--- src/rtl/pll_serial_loader_if.sv ---
// Request/status bundle between a PLL image source (master) and the serial loader (slave).
interface pll_serial_loader_if #(
  parameter int NUM_REGS  = 8,
  parameter int REG_WIDTH = 32
);
  localparam int SEL_W = (NUM_REGS > 1) ? $clog2(NUM_REGS) : 1;

  logic [NUM_REGS*REG_WIDTH-1:0] reg_data;
  logic                          start;
  logic                          start_one;
  logic [SEL_W-1:0]              reg_sel;
  logic                          pll_clk;
  logic                          writeData;
  logic                          loadEnable;
  logic                          busy;
  logic                          done;
  logic                          err;

  modport master (
    output reg_data, start, start_one, reg_sel,
    input  pll_clk, writeData, loadEnable, busy, done, err
  );

  modport slave (
    input  reg_data, start, start_one, reg_sel,
    output pll_clk, writeData, loadEnable, busy, done, err
  );
endinterface

--- src/rtl/pll_serial_loader.sv ---
// Serial programmer for a PLL register image: words shifted MSB first, highest index first,
// each followed by a loadEnable strobe. Define PLL_AUTO_INIT_EN to program the image once after reset.
module pll_serial_loader #(
  parameter int NUM_REGS  = 8,
  parameter int REG_WIDTH = 32,
  parameter int CLK_DIV   = 4,
  parameter int LE_CYCLES = 8
) (
  input  logic                 clk,
  input  logic                 reset_n,
  pll_serial_loader_if.slave   bus
);
  localparam int SEL_W   = (NUM_REGS > 1) ? $clog2(NUM_REGS) : 1;
  localparam int BIT_W   = (REG_WIDTH > 1) ? $clog2(REG_WIDTH) : 1;
  localparam int MAX_CNT = (CLK_DIV > LE_CYCLES) ? CLK_DIV : LE_CYCLES;
  localparam int CNT_W   = (MAX_CNT > 1) ? $clog2(MAX_CNT) : 1;

  localparam logic [CNT_W-1:0] DIV_LOAD  = CNT_W'(CLK_DIV - 1);
  localparam logic [CNT_W-1:0] LE_LOAD   = CNT_W'(LE_CYCLES - 1);
  localparam logic [BIT_W-1:0] BIT_LOAD  = BIT_W'(REG_WIDTH - 1);
  localparam logic [SEL_W-1:0] LAST_WORD = SEL_W'(NUM_REGS - 1);

  typedef enum logic [2:0] {
    IDLE,
    SHIFT_LOW,
    SHIFT_HIGH,
    LATCH,
    GAP
  } state_t;

  state_t                 state_reg, state_next;
  logic [CNT_W-1:0]       cnt_reg, cnt_next;
  logic [BIT_W-1:0]       bit_cnt_reg, bit_cnt_next;
  logic [SEL_W-1:0]       word_idx_reg, word_idx_next;
  logic                   single_reg, single_next;
  logic [REG_WIDTH-1:0]   shift_reg, shift_next;
  logic                   pll_clk_reg, pll_clk_next;
  logic                   write_data_reg, write_data_next;
  logic                   load_enable_reg, load_enable_next;
  logic                   busy_reg, busy_next;
  logic                   done_reg, done_next;
  logic                   err_reg, err_next;
  logic                   snap_load;
  logic                   sel_ok;
  logic                   start_eff;

  logic [REG_WIDTH-1:0]   words [NUM_REGS];
  logic [REG_WIDTH-1:0]   snap_reg [NUM_REGS];

  generate
    for (genvar gi = 0; gi < NUM_REGS; gi++) begin : g_words
      assign words[gi] = bus.reg_data[gi*REG_WIDTH +: REG_WIDTH];
    end

    // When NUM_REGS fills the index range every reg_sel value is a valid word.
    if (NUM_REGS == (1 << SEL_W)) begin : g_sel_full
      assign sel_ok = 1'b1;
    end else begin : g_sel_partial
      assign sel_ok = (bus.reg_sel < LAST_WORD + 1'b1);
    end
  endgenerate

`ifdef PLL_AUTO_INIT_EN
  logic auto_pending_reg;

  always_ff @(posedge clk or negedge reset_n) begin
    if (!reset_n) begin
      auto_pending_reg <= 1'b1;
    end else begin
      auto_pending_reg <= 1'b0;
    end
  end

  assign start_eff = bus.start | auto_pending_reg;
`else
  assign start_eff = bus.start;
`endif

  // Image snapshot decouples the transfer from reg_data changes while busy.
  always_ff @(posedge clk) begin
    if (snap_load) begin
      for (int i = 0; i < NUM_REGS; i++) begin
        snap_reg[i] <= words[i];
      end
    end
  end

  always_ff @(posedge clk or negedge reset_n) begin
    if (!reset_n) begin
      state_reg       <= IDLE;
      cnt_reg         <= '0;
      bit_cnt_reg     <= '0;
      word_idx_reg    <= '0;
      single_reg      <= 1'b0;
      shift_reg       <= '0;
      pll_clk_reg     <= 1'b0;
      write_data_reg  <= 1'b0;
      load_enable_reg <= 1'b0;
      busy_reg        <= 1'b0;
      done_reg        <= 1'b0;
      err_reg         <= 1'b0;
    end else begin
      state_reg       <= state_next;
      cnt_reg         <= cnt_next;
      bit_cnt_reg     <= bit_cnt_next;
      word_idx_reg    <= word_idx_next;
      single_reg      <= single_next;
      shift_reg       <= shift_next;
      pll_clk_reg     <= pll_clk_next;
      write_data_reg  <= write_data_next;
      load_enable_reg <= load_enable_next;
      busy_reg        <= busy_next;
      done_reg        <= done_next;
      err_reg         <= err_next;
    end
  end

  always_comb begin
    state_next    = state_reg;
    cnt_next      = cnt_reg;
    bit_cnt_next  = bit_cnt_reg;
    word_idx_next = word_idx_reg;
    single_next   = single_reg;
    shift_next    = shift_reg;
    snap_load     = 1'b0;
    done_next     = 1'b0;
    err_next      = 1'b0;

    case (state_reg)
      IDLE: begin
        if (start_eff) begin
          snap_load     = 1'b1;
          shift_next    = words[NUM_REGS-1];
          word_idx_next = LAST_WORD;
          single_next   = 1'b0;
          bit_cnt_next  = BIT_LOAD;
          cnt_next      = DIV_LOAD;
          state_next    = SHIFT_LOW;
        end else if (bus.start_one) begin
          if (sel_ok) begin
            shift_next    = words[bus.reg_sel];
            word_idx_next = bus.reg_sel;
            single_next   = 1'b1;
            bit_cnt_next  = BIT_LOAD;
            cnt_next      = DIV_LOAD;
            state_next    = SHIFT_LOW;
          end else begin
            err_next = 1'b1;
          end
        end
      end

      SHIFT_LOW: begin
        if (cnt_reg == '0) begin
          cnt_next   = DIV_LOAD;
          state_next = SHIFT_HIGH;
        end else begin
          cnt_next = cnt_reg - 1'b1;
        end
      end

      SHIFT_HIGH: begin
        if (cnt_reg == '0) begin
          if (bit_cnt_reg == '0) begin
            cnt_next   = LE_LOAD;
            state_next = LATCH;
          end else begin
            shift_next   = shift_reg << 1;
            bit_cnt_next = bit_cnt_reg - 1'b1;
            cnt_next     = DIV_LOAD;
            state_next   = SHIFT_LOW;
          end
        end else begin
          cnt_next = cnt_reg - 1'b1;
        end
      end

      LATCH: begin
        if (cnt_reg == '0) begin
          cnt_next   = DIV_LOAD;
          state_next = GAP;
        end else begin
          cnt_next = cnt_reg - 1'b1;
        end
      end

      GAP: begin
        if (cnt_reg == '0) begin
          if (single_reg || (word_idx_reg == '0)) begin
            done_next  = 1'b1;
            state_next = IDLE;
          end else begin
            word_idx_next = word_idx_reg - 1'b1;
            shift_next    = snap_reg[word_idx_next];
            bit_cnt_next  = BIT_LOAD;
            cnt_next      = DIV_LOAD;
            state_next    = SHIFT_LOW;
          end
        end else begin
          cnt_next = cnt_reg - 1'b1;
        end
      end

      default: begin
        state_next = IDLE;
      end
    endcase

    // Outputs are registered from the next state so the PLL pins never glitch.
    pll_clk_next     = (state_next == SHIFT_HIGH);
    write_data_next  = ((state_next == SHIFT_LOW) || (state_next == SHIFT_HIGH))
                       ? shift_next[REG_WIDTH-1] : 1'b0;
    load_enable_next = (state_next == LATCH);
    busy_next        = (state_next != IDLE);
  end

  assign bus.pll_clk    = pll_clk_reg;
  assign bus.writeData  = write_data_reg;
  assign bus.loadEnable = load_enable_reg;
  assign bus.busy       = busy_reg;
  assign bus.done       = done_reg;
  assign bus.err        = err_reg;

endmodule

--- src/flat_wrapper.sv ---
// flat-port wrapper written by rule: the top's interface ports become plain ports
module pll_serial_loader_flat 
#(
  parameter int NUM_REGS  = 8,
  parameter int REG_WIDTH = 32,
  parameter int CLK_DIV   = 4,
  parameter int LE_CYCLES = 8
)
  (clk, reset_n, bus_reg_data, bus_start, bus_start_one, bus_reg_sel, bus_pll_clk, bus_writeData, bus_loadEnable, bus_busy, bus_done, bus_err);
  pll_serial_loader_if #(.NUM_REGS(NUM_REGS), .REG_WIDTH(REG_WIDTH)) bus_i ();
  input  logic clk;
  input  logic reset_n;
  input wire logic [$bits(bus_i.reg_data)-1:0] bus_reg_data;
  input wire logic [$bits(bus_i.start)-1:0] bus_start;
  input wire logic [$bits(bus_i.start_one)-1:0] bus_start_one;
  input wire logic [$bits(bus_i.reg_sel)-1:0] bus_reg_sel;
  output wire logic [$bits(bus_i.pll_clk)-1:0] bus_pll_clk;
  output wire logic [$bits(bus_i.writeData)-1:0] bus_writeData;
  output wire logic [$bits(bus_i.loadEnable)-1:0] bus_loadEnable;
  output wire logic [$bits(bus_i.busy)-1:0] bus_busy;
  output wire logic [$bits(bus_i.done)-1:0] bus_done;
  output wire logic [$bits(bus_i.err)-1:0] bus_err;
  assign bus_i.reg_data = bus_reg_data;
  assign bus_i.start = bus_start;
  assign bus_i.start_one = bus_start_one;
  assign bus_i.reg_sel = bus_reg_sel;
  assign bus_pll_clk = bus_i.pll_clk;
  assign bus_writeData = bus_i.writeData;
  assign bus_loadEnable = bus_i.loadEnable;
  assign bus_busy = bus_i.busy;
  assign bus_done = bus_i.done;
  assign bus_err = bus_i.err;
  pll_serial_loader #(.NUM_REGS(NUM_REGS), .REG_WIDTH(REG_WIDTH), .CLK_DIV(CLK_DIV), .LE_CYCLES(LE_CYCLES)) u_core (.clk(clk), .reset_n(reset_n), .bus(bus_i));
endmodule
--- config.mk ---
export PLATFORM = sky130hd
export DESIGN_NAME = pll_serial_loader_flat
export DESIGN_NICKNAME = d
export VERILOG_FILES = /design/src/rtl/pll_serial_loader_if.sv /design/src/rtl/pll_serial_loader.sv /design/src/flat_wrapper.sv
export SDC_FILE = /design/constraint.sdc
export NUM_CORES = 1
export LEC_CHECK = 0
export ABC_AREA = 1
export CORE_ASPECT_RATIO = 1.1
export CORE_MARGIN = 5
export CORE_UTILIZATION = 48
export CTS_CLUSTER_DIAMETER = 60
export DETAILED_ROUTE_END_ITERATION = 8
export GPL_TIMING_DRIVEN = 0
export HOLD_SLACK_MARGIN = 0.1
export PLACE_DENSITY_LB_ADDON = 0.3
export SYNTH_ARGS = -nofsm -noshare
export SYNTH_HDL_FRONTEND = slang
export SYNTH_SLANG_ARGS = --single-unit
--- constraint.sdc ---
create_clock -name clk -period 6.5 [get_ports clk]
set_input_delay 0.65 -clock clk [delete_from_list [all_inputs] [get_ports clk]]
set_output_delay 0.65 -clock clk [all_outputs]
set_load 0.005 [all_outputs]
==> impl_metrics.tcl, run 1 <==
set metrics [dict create \
    status "complete, no violations" \
    final_common_cell "nor2_1" \
    die_x_um 180 \
    grt_pass1_vias 14300 \
    postRouteAntennaNets 0 \
    cts_setup_buffers 0 \
    slew_viol_final 0 \
    rows 68 \
    synth_top_area_share_pct 50.5 \
    synth_edf_count 256 \
    synth.top_cells.by_area "edfxtp_1, nor2_1, dfrtp_1" \
    ys.flop_type "edfxtp_1" \
    gp_congestion 0.933 \
    syn_area_um2 15200 \
    clk_pin_slew_worst_paths_ns 0.06 \
    post_drt_via_cell_ratio 5.97 \
    track_usage_pct 30.7 \
    ff2ff_path_depth 10 \
    synth_fa_ha_area_share_pct 0.493 \
    io_buffers 265 \
    r2r_end "u_core.shift_reg[0]$_DFFE_PN0P_" \
    start_util_pct 48.5 \
    grt_pass1_wl_um 83300 \
    place_area_um2 18500 \
    synth_top_family_by_area "simple AND/OR/NAND/NOR gates" \
    ys_types 36 \
    via_count 14200 \
    route.detailed.drc 0 \
    drv_cap 0 \
    ys_seq_area_share_pct 59.0 \
    crit_path_end_kind "flop" \
    dp_hpwl_um 38800 \
    cts_tree "done" \
    max_freq_mhz 308 \
    largest_reg_flops 256 \
    hold_class "in2async" \
    dr.pass1.iters 6 \
    finalInstanceArea_um2 19600 \
    worst_pin_slew_ns 1.07 \
    place_inst 2312 \
    routed_wl_um 56500 \
    synth_cells 1624 \
    grt_max_degree 113 \
    numCtsBuffers 35 \
    pin_count 269 \
    crit_arrival_ns 3.57 \
    timing.rr.start "u_core.word_idx_reg[0]$_DFFE_PN0P_" \
    finalCritPeriodShare_pct 50.0 \
    h-tree-depth 2 \
    yosysTopAreaCell "edfxtp_1" \
    relSlewSlack_pct 28.7 \
    setup-violations-final 0 \
    die_h_um 197 \
    initialDrtViolationCount 2131 \
    hold_buffers 0 \
    drive_gt1_share_pct 6.19 \
    path_max_fanout 11 \
    synthMuxAreaShare_pct 0 \
    hold_viol 0 \
    rsz0062_at_grt "false" \
    period_minus_slack_ns 3.25 \
    clk_latency_ns 0.52 \
    ys_ff_latch 308 \
    wire_per_inst_um 23.8 \
    grt-ovfl-total 0 \
    final_cell_mix "nor2_1, clkdlybuf4s50_1, o21ai_0, edfxtp_1, nand2_1" \
    r2r_slack_ns 3.25 \
    p_leak_uw 0.00712 \
    coreArea_um2 31400 \
    ir_drop_mv 0.143 \
    cts_num_sinks 308 \
    cts_root_buffer "clkbuf_16" \
    ctsResizeCount 0 \
    worstSetupStartpointType "flop" \
    syn_area_per_cell_um2 9.38 \
    synthSimpleGateAreaFrac_pct 20.5 \
    synthArstFlopShare_pct 16.9 \
    syn-num-nets 1893 \
    dieArea_um2 35400 \
    crit_type "reg2reg" \
    clk_path_buf_depth 3 \
    clock_skew_ns 0.0110 \
    required_ns 6.83 \
    synth_compound_area_share_pct 15.4 \
    nets 2198 \
    ys_warn_count 0 \
    antenna_found_initial 0 \
    synth_xor_area_share_pct 0.0575 \
    finalNonFillerCells 2375 \
    area_growth_syn_to_layout_pct 28.6 \
    power_density_nw_per_um2 252 \
]
==> where the power goes <==
part	internal, uW	switching (uW)
clock	1130	790
sequential	2260	34.3
combinational	289	435
total	3680	1260
==> worst max path at each step <==
stage	from	to	slack, ns
after floorplan	bus_start	u_core.snap_reg[0][0]$_DFFE_PP_	0.03
after global placement	bus_start	u_core.shift_reg[0]$_DFFE_PN0P_	-2.56
after detailed placement	u_core.word_idx_reg[0]$_DFFE_PN0P_	u_core.shift_reg[0]$_DFFE_PN0P_	3.34
after CTS	u_core.word_idx_reg[0]$_DFFE_PN0P_	u_core.shift_reg[0]$_DFFE_PN0P_	3.34
after global routing	u_core.word_idx_reg[0]$_DFFE_PN0P_	u_core.shift_reg[21]$_DFFE_PN0P_	3.07
final	u_core.word_idx_reg[0]$_DFFE_PN0P_	u_core.shift_reg[0]$_DFFE_PN0P_	3.25
==> area by class of cell <==
| cell class | instances | area, um^2 |
|---|---|---|
| Tap cell | 420 | 526 |
| Timing Repair Buffer | 268 | 2720 |
| Buffer | 116 | 531 |
| Antenna cell | 1 | 2.50 |
| Inverter | 44 | 173 |
| Fill cell | 2631 | 11800 |
| Sequential cell | 308 | 8990 |
| Clock inverter | 11 | 78.8 |
| Multi-Input combinational cell | 1156 | 5550 |
| Clock buffer | 51 | 1020 |
==> routing by layer <==
layer	GRT usage [%]	vias up	wire length, um
met5	0	-	0
met4	15.0	0	2850
met3	6.33	189	6080
met2	50.6	1042	26700
met1	39.1	6653	20800
li1	-	6301	-
==> metrics by stage <==
step | utilization, % | setup TNS, ns | worst slack (ns) | hold WS [ns] | power (uW)
after floorplan | - | 0 | 0.0306 | 0.354 | 2660
after detailed placement | 58.9 | 0 | 3.34 | 0.483 | 3040
final | 62.4 | 0 | 3.25 | 0.0983 | 4940
after global placement | 58.6 | -640.75 | -2.56 | 0.480 | 3030
after global routing | 62.4 | 0 | 3.07 | 0.118 | 5070
after CTS | 62.4 | 0 | 3.34 | 0.108 | 4910
==> Yosys cell counts, types with 2 or more instances <==
master and n:
buf_1 6, inv_2 8, nor3_1 2, a21oi_1 11, nand2_1 219, nand3b_1 29, nand4_1 3, o21ai_0 260
o211ai_1 124, ha_1 6, nand3_1 87, a22oi_1 2, dfrtp_1 52, edfxtp_1 256, clkbuf_1 65, or2_2 2
nor2_1 391, nor2_4 3, buf_2 34, inv_1 36, buf_4 8, nand2_2 4, buf_6 3
==> critical path, stage by stage, from the launching register on <==
cell and delay (ns):
dfrtp_1 0.42, inv_2 0.09, buf_2 0.21, buf_2 0.32, ha_1 0.22, nand2_1 0.06, nand2_1 0.41, clkbuf_1 0.68
o211ai_1 0.26, nand3_1 0.17, nand4_1 0.21
==> cell families after synthesis <==
group                    after synthesis
flip-flops                           308
XOR/XNOR                               1
other                                  1
AND/OR/NAND/NOR                      746
buffers and inverters                160
adder cells (fa/ha/maj)                6
AO/OA/AOI/OAI                        402
Note: power is estimated with default switching activity, not from simulation.
==> run 2, diff against run 1 <==
--- a/config.mk
+++ b/config.mk
@@ -8,7 +8,7 @@
 export ABC_AREA = 1
 export CORE_ASPECT_RATIO = 1.1
 export CORE_MARGIN = 5
-export CORE_UTILIZATION = 48
+export CORE_UTILIZATION = 53
 export CTS_CLUSTER_DIAMETER = 60
 export DETAILED_ROUTE_END_ITERATION = 8
 export GPL_TIMING_DRIVEN = 0
==> constraint.sdc (replaced) <==
create_clock -name clk -period 3 [get_ports clk]
set_input_delay 0.3 -clock clk [delete_from_list [all_inputs] [get_ports clk]]
set_output_delay 0.3 -clock clk [all_outputs]
set_load 0.005 [all_outputs]
==> run 2 against run 1 <==
  * Final area down 0.29%
  * Clock skew is 0.0012 ns higher
  * Flip-flop and latch count stayed put
  * Core utilization is 6.0 points higher
  * Via count increased by 2.3%
  * First-iteration DRC count increased by 3.2%
  * Clock power is 110% higher
  * Clock-buffer cell count is 3 lower
  * Total power up 110%
  * Global-route usage is 3.3 points higher
  * Critical path type unchanged
  * Largest cell class unchanged
  * Highest routed layer unchanged
==> impl_metrics.tcl, run 2 (synthesized netlist as in run 1, its figures left out) <==
set metrics [dict create \
    post-place-ws_ns -0.0771 \
    finalCritPeriodShare_pct 98.2 \
    cts_num_sinks 308 \
    hold_viol 0 \
    crit_path_end_kind "flop" \
    grt_pass1_wl_um 82600 \
    period_minus_slack_ns 2.95 \
    clk_path_buf_depth 3 \
    power_density_nw_per_um2 538 \
    whs_path_depth 1 \
    dp_hpwl_um 38600 \
    cp-endpoint "u_core.shift_reg[0]$_DFFE_PN0P_" \
    grt_max_degree 47 \
    timing.rr.start "u_core.word_idx_reg[0]$_DFFE_PN0P_" \
    setup_ws_ns 0.0534 \
    ir_drop_mv 0.437 \
    dieArea_um2 32200 \
    numCtsBuffers 34 \
    required_ns 3.32 \
    relSlewSlack_pct 25.2 \
    final_cell_mix "nor2_1, clkdlybuf4s50_1, o21ai_0, edfxtp_1, nand2_1" \
    coreArea_um2 28500 \
    die_h_um 188 \
    start_util_pct 53.4 \
    antenna_found_initial 1 \
    clk_latency_ns 0.52 \
    via_count 14500 \
    r2r_slack_ns 0.05 \
    pin_count 269 \
    r2r_end "u_core.shift_reg[0]$_DFFE_PN0P_" \
    worstSetupStartpoint "u_core.word_idx_reg[0]$_DFFE_PN0P_" \
    worstSetupStartpointType "flop" \
    slew_viol_final 0 \
    drv_cap 0 \
    route.detailed.drc 0 \
    hold_class "in2reg" \
    h-tree-depth 2 \
    cts_tree "done" \
    finalNonFillerCells 2326 \
    crit_type "reg2reg" \
    p_leak_uw 0.00713 \
    crit_arrival_ns 3.27 \
    nets 2202 \
    setup-violations-final 0 \
    drive_gt1_share_pct 6.89 \
    rows 65 \
    die_x_um 172 \
    grt-ovfl-total 0 \
    status "complete, no violations" \
    largest_reg_flops 256 \
    track_usage_pct 34.0 \
    grt_pass1_vias 14600 \
    area_growth_syn_to_layout_pct 28.2 \
    wire_per_inst_um 24.3 \
    dr.pass1.iters 7 \
    clock_skew_ns 0.0122 \
    initialDrtViolationCount 2200 \
    place_inst 2264 \
    io_buffers 265 \
    ff2ff_path_depth 11 \
    clk_pin_slew_worst_paths_ns 0.06 \
    worst_pin_slew_ns 1.12 \
    routed_wl_um 56400 \
    antenna_cells 0 \
    cts_root_buffer "clkbuf_16" \
    max_freq_mhz 339 \
    path_max_fanout 11 \
    final_common_cell "nor2_1" \
    post_drt_via_cell_ratio 6.24 \
    rsz0062_at_grt "false" \
    postRouteAntennaNets 0 \
    total_power_uw 10500 \
    gp_congestion 0.947 \
]
run 2: through the flow:
step	util (%)	hold slack, ns	TNS (ns)	cell area (um^2)
global route	68.4	0.357	0	19500
CTS	68.4	0.347	0	19500
detailed placement	64.8	0.391	-0.630	18500
finish	68.4	0.355	0	19500
global placement	64.3	0.480	-995.70	18400
floorplan	-	0.00441	-504.88	15200
run 2: final cells by class:
type	count	area, um^2
Clock inverter	13	93.8
Timing Repair Buffer	273	2800
Buffer	116	544
Inverter	44	169
Tap cell	368	460
Multi-Input combinational cell	1156	5550
Clock buffer	48	925
Sequential cell	308	8990
Fill cell	2184	9020
run 2: timing repair:
item | 4_1_cts | 5_1_grt
endpoints found under the hold margin | 27 | 0
resized for setup | 3 | 15
hold buffers | 1 | 0
setup endpoints to repair | 29 | 29
buffers inserted | 0 | 0
run 2: power breakdown:
group / internal [uW] / leakage, uW / switching (uW)
logic: 637 / 0.00366 / 951
registers: 4900 / 0.00297 / 77.1
clock network: 2240 / 0.000491 / 1690
run 2: worst min-delay path by stage:
stage / startpoint / end / slack, ns
floorplan: reset_n / u_core.bit_cnt_reg[0]$_DFFE_PN0P_ / 0.004
global placement: u_core.shift_reg[18]$_DFFE_PN0P_ / u_core.shift_reg[18]$_DFFE_PN0P_ / 0.48
detailed placement: reset_n / u_core.bus.pll_clk$_DFF_PN0_ / 0.39
CTS: bus_reg_data[166] / u_core.snap_reg[5][6]$_DFFE_PP_ / 0.35
global route: bus_reg_data[91] / u_core.snap_reg[2][27]$_DFFE_PP_ / 0.36
finish: bus_reg_data[166] / u_core.snap_reg[5][6]$_DFFE_PP_ / 0.36
run 2: metal layers:
metal	GRT usage, %	wire, um	share of wire (%)	vias up
li1	-	-	-	6296
met4	18.0	3240	5.7	0
met1	44.0	19500	34	6778
met5	0	0	0	-
met3	7.74	7600	13	227
met2	53.5	26100	46	1213
run 2: worst max-delay path, stage by stage, from the launching register on:
cell and delay (ns):
dfrtp_1 0.43, inv_2 0.09, buf_2 0.24, buf_2 0.32, ha_1 0.20, buf_2 0.22, clkbuf_1 0.53, nor2_1 0.10
o21ai_0 0.11, o211ai_1 0.13, nand3_1 0.15, nand4_1 0.22
==> run 3, diff against run 2 <==
--- a/config.mk
+++ b/config.mk
@@ -14,6 +14,7 @@
 export GPL_TIMING_DRIVEN = 0
 export HOLD_SLACK_MARGIN = 0.1
 export PLACE_DENSITY_LB_ADDON = 0.3
+export RECOVER_POWER = 100
 export SYNTH_ARGS = -nofsm -noshare
 export SYNTH_HDL_FRONTEND = slang
 export SYNTH_SLANG_ARGS = --single-unit
==> run 3 against run 2 <==
  * The flow now finishes with violations (capacitance limit, slew limit)
  * Worst hold slack better by 0.064 ns
  * Clock skew fell by 0.0028 ns
  * Largest cell class unchanged
  * Combinational power decreased by 5%
  * Highest routed layer unchanged
  * Register-to-register slack better by 0.03 ns
  * Clock-buffer cell count unchanged
  * Worst setup slack improved by 0.034 ns
  * Critical path depth unchanged
  * Largest power group unchanged
  * Fmax increased by 1.2%
  * Clock power barely moved
  * Flip-flop and latch count stayed put
==> impl_metrics.tcl, run 3 (synthesized netlist as in run 1, its figures left out) <==
set metrics [dict create \
    status "complete, but fails checks" \
    violations "capacitance limit, slew limit" \
    max_freq_mhz 343 \
    clock_skew_ns 0.00936 \
    cts_tree "done" \
    drv_cap 1 \
    crit_slowest_cell "clkbuf_1" \
    die_x_um 172 \
    required_ns 3.33 \
    setup_tns_ns 0 \
    gp_congestion 0.947 \
    cts_num_sinks 308 \
    pin_count 269 \
    die_h_um 188 \
    via_count 14500 \
    path_delay_family "buffers and inverters" \
    grt-ovfl-total 0 \
    initialDrtViolationCount 2101 \
    coreArea_um2 28500 \
    setup_ws_ns 0.0871 \
    grt_max_degree 47 \
    p_leak_uw 0.00718 \
    crit_type "reg2reg" \
    clk_latency_ns 0.52 \
    io_buffers 265 \
    dp_hpwl_um 38600 \
    path_buf_inv 5 \
    post_drt_via_cell_ratio 6.22 \
    largest_reg_flops 256 \
    drive_gt1_share_pct 6.44 \
    rows 65 \
    nets 2202 \
    antenna_cells 0 \
    cts_root_buffer "clkbuf_16" \
    whs_path_depth 6 \
    crit_chain "inv_2 > buf_2 > buf_2 > ha_1 > buf_2 > clkbuf_1 > nor2_1 > o21ai_0 > o211ai_1 > nand3_1 > nand4_1" \
    setup-violations-final 0 \
    final_cell_mix "nor2_1, dlygate4sd3_1, o21ai_0, edfxtp_1, nand2_1" \
    track_usage_pct 34.0 \
    worst_pin_slew_ns 1.73 \
    numCtsBuffers 34 \
    antenna_found_initial 1 \
    finalCritPeriodShare_pct 97.1 \
    area_growth_syn_to_layout_pct 27.7 \
    path_depth 11 \
    hold_viol 0 \
    grt_pass1_wl_um 82600 \
    power_density_nw_per_um2 536 \
    dr.pass1.iters 6 \
    worstSetupStartpointType "flop" \
    n_fill_cell 2201 \
    ff2ff_path_depth 11 \
    path_common_cell "buf_2" \
    slowest_delay_ns 0.50 \
    crit_path_end_kind "flop" \
    ir_drop_mv 0.439 \
    relSlewSlack_pct -15.2 \
    rsz0062_at_grt "false" \
    whs_ns 0.420 \
    clk_path_buf_depth 3 \
    period_minus_slack_ns 2.91 \
    hold_class "in2reg" \
    slew_viol_final 29 \
    path_max_fanout 11 \
    cts_setup_buffers 0 \
    crit_arrival_ns 3.25 \
    wire_per_inst_um 24.3 \
    route.detailed.drc 0 \
    dieArea_um2 32200 \
    final_common_cell "nor2_1" \
    grt_pass1_vias 14600 \
    final_util_pct 68.1 \
    post-place-ws_ns -0.0771 \
    clk_pin_slew_worst_paths_ns 0.06 \
    postRouteAntennaNets 0 \
    routed_wl_um 56400 \
    start_util_pct 53.4 \
    h-tree-depth 2 \
]
-- run 3: cell types whose count changed in the layout (fill, tap and decap cells not counted), sizes merged --
cell	before	now
buf	55	47
clkbuf	117	125
clkdlybuf4s50	264	3
dlygate4sd3	1	262
-- run 3: where the power goes --
group,switching (uW),total (uW),internal (uW)
clock network,1700,3940,2240
registers,77.7,4980,4900
logic,948,1510,561
-- run 3: area by class of cell --
| type | count | area [um^2] | area share (%) |
|---|---|---|---|
| Buffer | 116 | 543 | 2.79 |
| Multi-Input combinational cell | 1156 | 5520 | 28.4 |
| Timing Repair Buffer | 273 | 2750 | 14.1 |
| Clock buffer | 48 | 925 | 4.75 |
| Sequential cell | 308 | 8990 | 46.2 |
| Inverter | 44 | 169 | 0.868 |
| Tap cell | 368 | 460 | 2.37 |
| Clock inverter | 13 | 93.8 | 0.482 |
-- run 3: per-stage QoR --
stage	std cells	power (uW)	cell area [um^2]
2_1_floorplan	1624	5760	15200
3_3_place_gp	2257	6550	18400
3_5_place_dp	2264	6590	18500
4_1_cts	2326	10400	19500
5_1_grt	2326	10700	19500
6_report	2326	10400	19500
-- run 3: path summary, 6_finish.rpt --
kind	slack, ns	from	endpoint
worst max-delay path	0.09	u_core.word_idx_reg[0]$_DFFE_PN0P_	u_core.shift_reg[0]$_DFFE_PN0P_
worst min-delay path	0.42	bus_reg_sel[2]	u_core.shift_reg[23]$_DFFE_PN0P_
worst max register to register	0.09	u_core.word_idx_reg[0]$_DFFE_PN0P_	u_core.shift_reg[0]$_DFFE_PN0P_
worst min register to register	0.50	u_core.shift_reg[28]$_DFFE_PN0P_	u_core.shift_reg[28]$_DFFE_PN0P_
max in group asynchronous	0.68	reset_n	u_core.shift_reg[17]$_DFFE_PN0P_
min in group asynchronous	0.78	reset_n	u_core.shift_reg[24]$_DFFE_PN0P_
-- run 3: timing repair --
item | 4_1_cts | 5_1_grt
resized for setup | 3 | 15
endpoints found under the hold margin | 27 | 0
hold buffers | 1 | 0
setup endpoints to repair | 29 | 29
-- run 3: layer usage --
metal / global-route usage (%) / wire [um]
met5: 0 / 0
met4: 18.0 / 3280
met3: 7.74 / 7390
met2: 53.5 / 26100
met1: 44.0 / 19600
-- run 3: worst reg2reg max path, cell delays in order (launching register included) --
cell,delay [ns]
dfrtp_1,0.44
inv_2,0.10
buf_2,0.23
buf_2,0.33
ha_1,0.21
buf_2,0.23
clkbuf_1,0.50
nor2_1,0.11
o21ai_0,0.11
o211ai_1,0.13
nand3_1,0.14
nand4_1,0.21
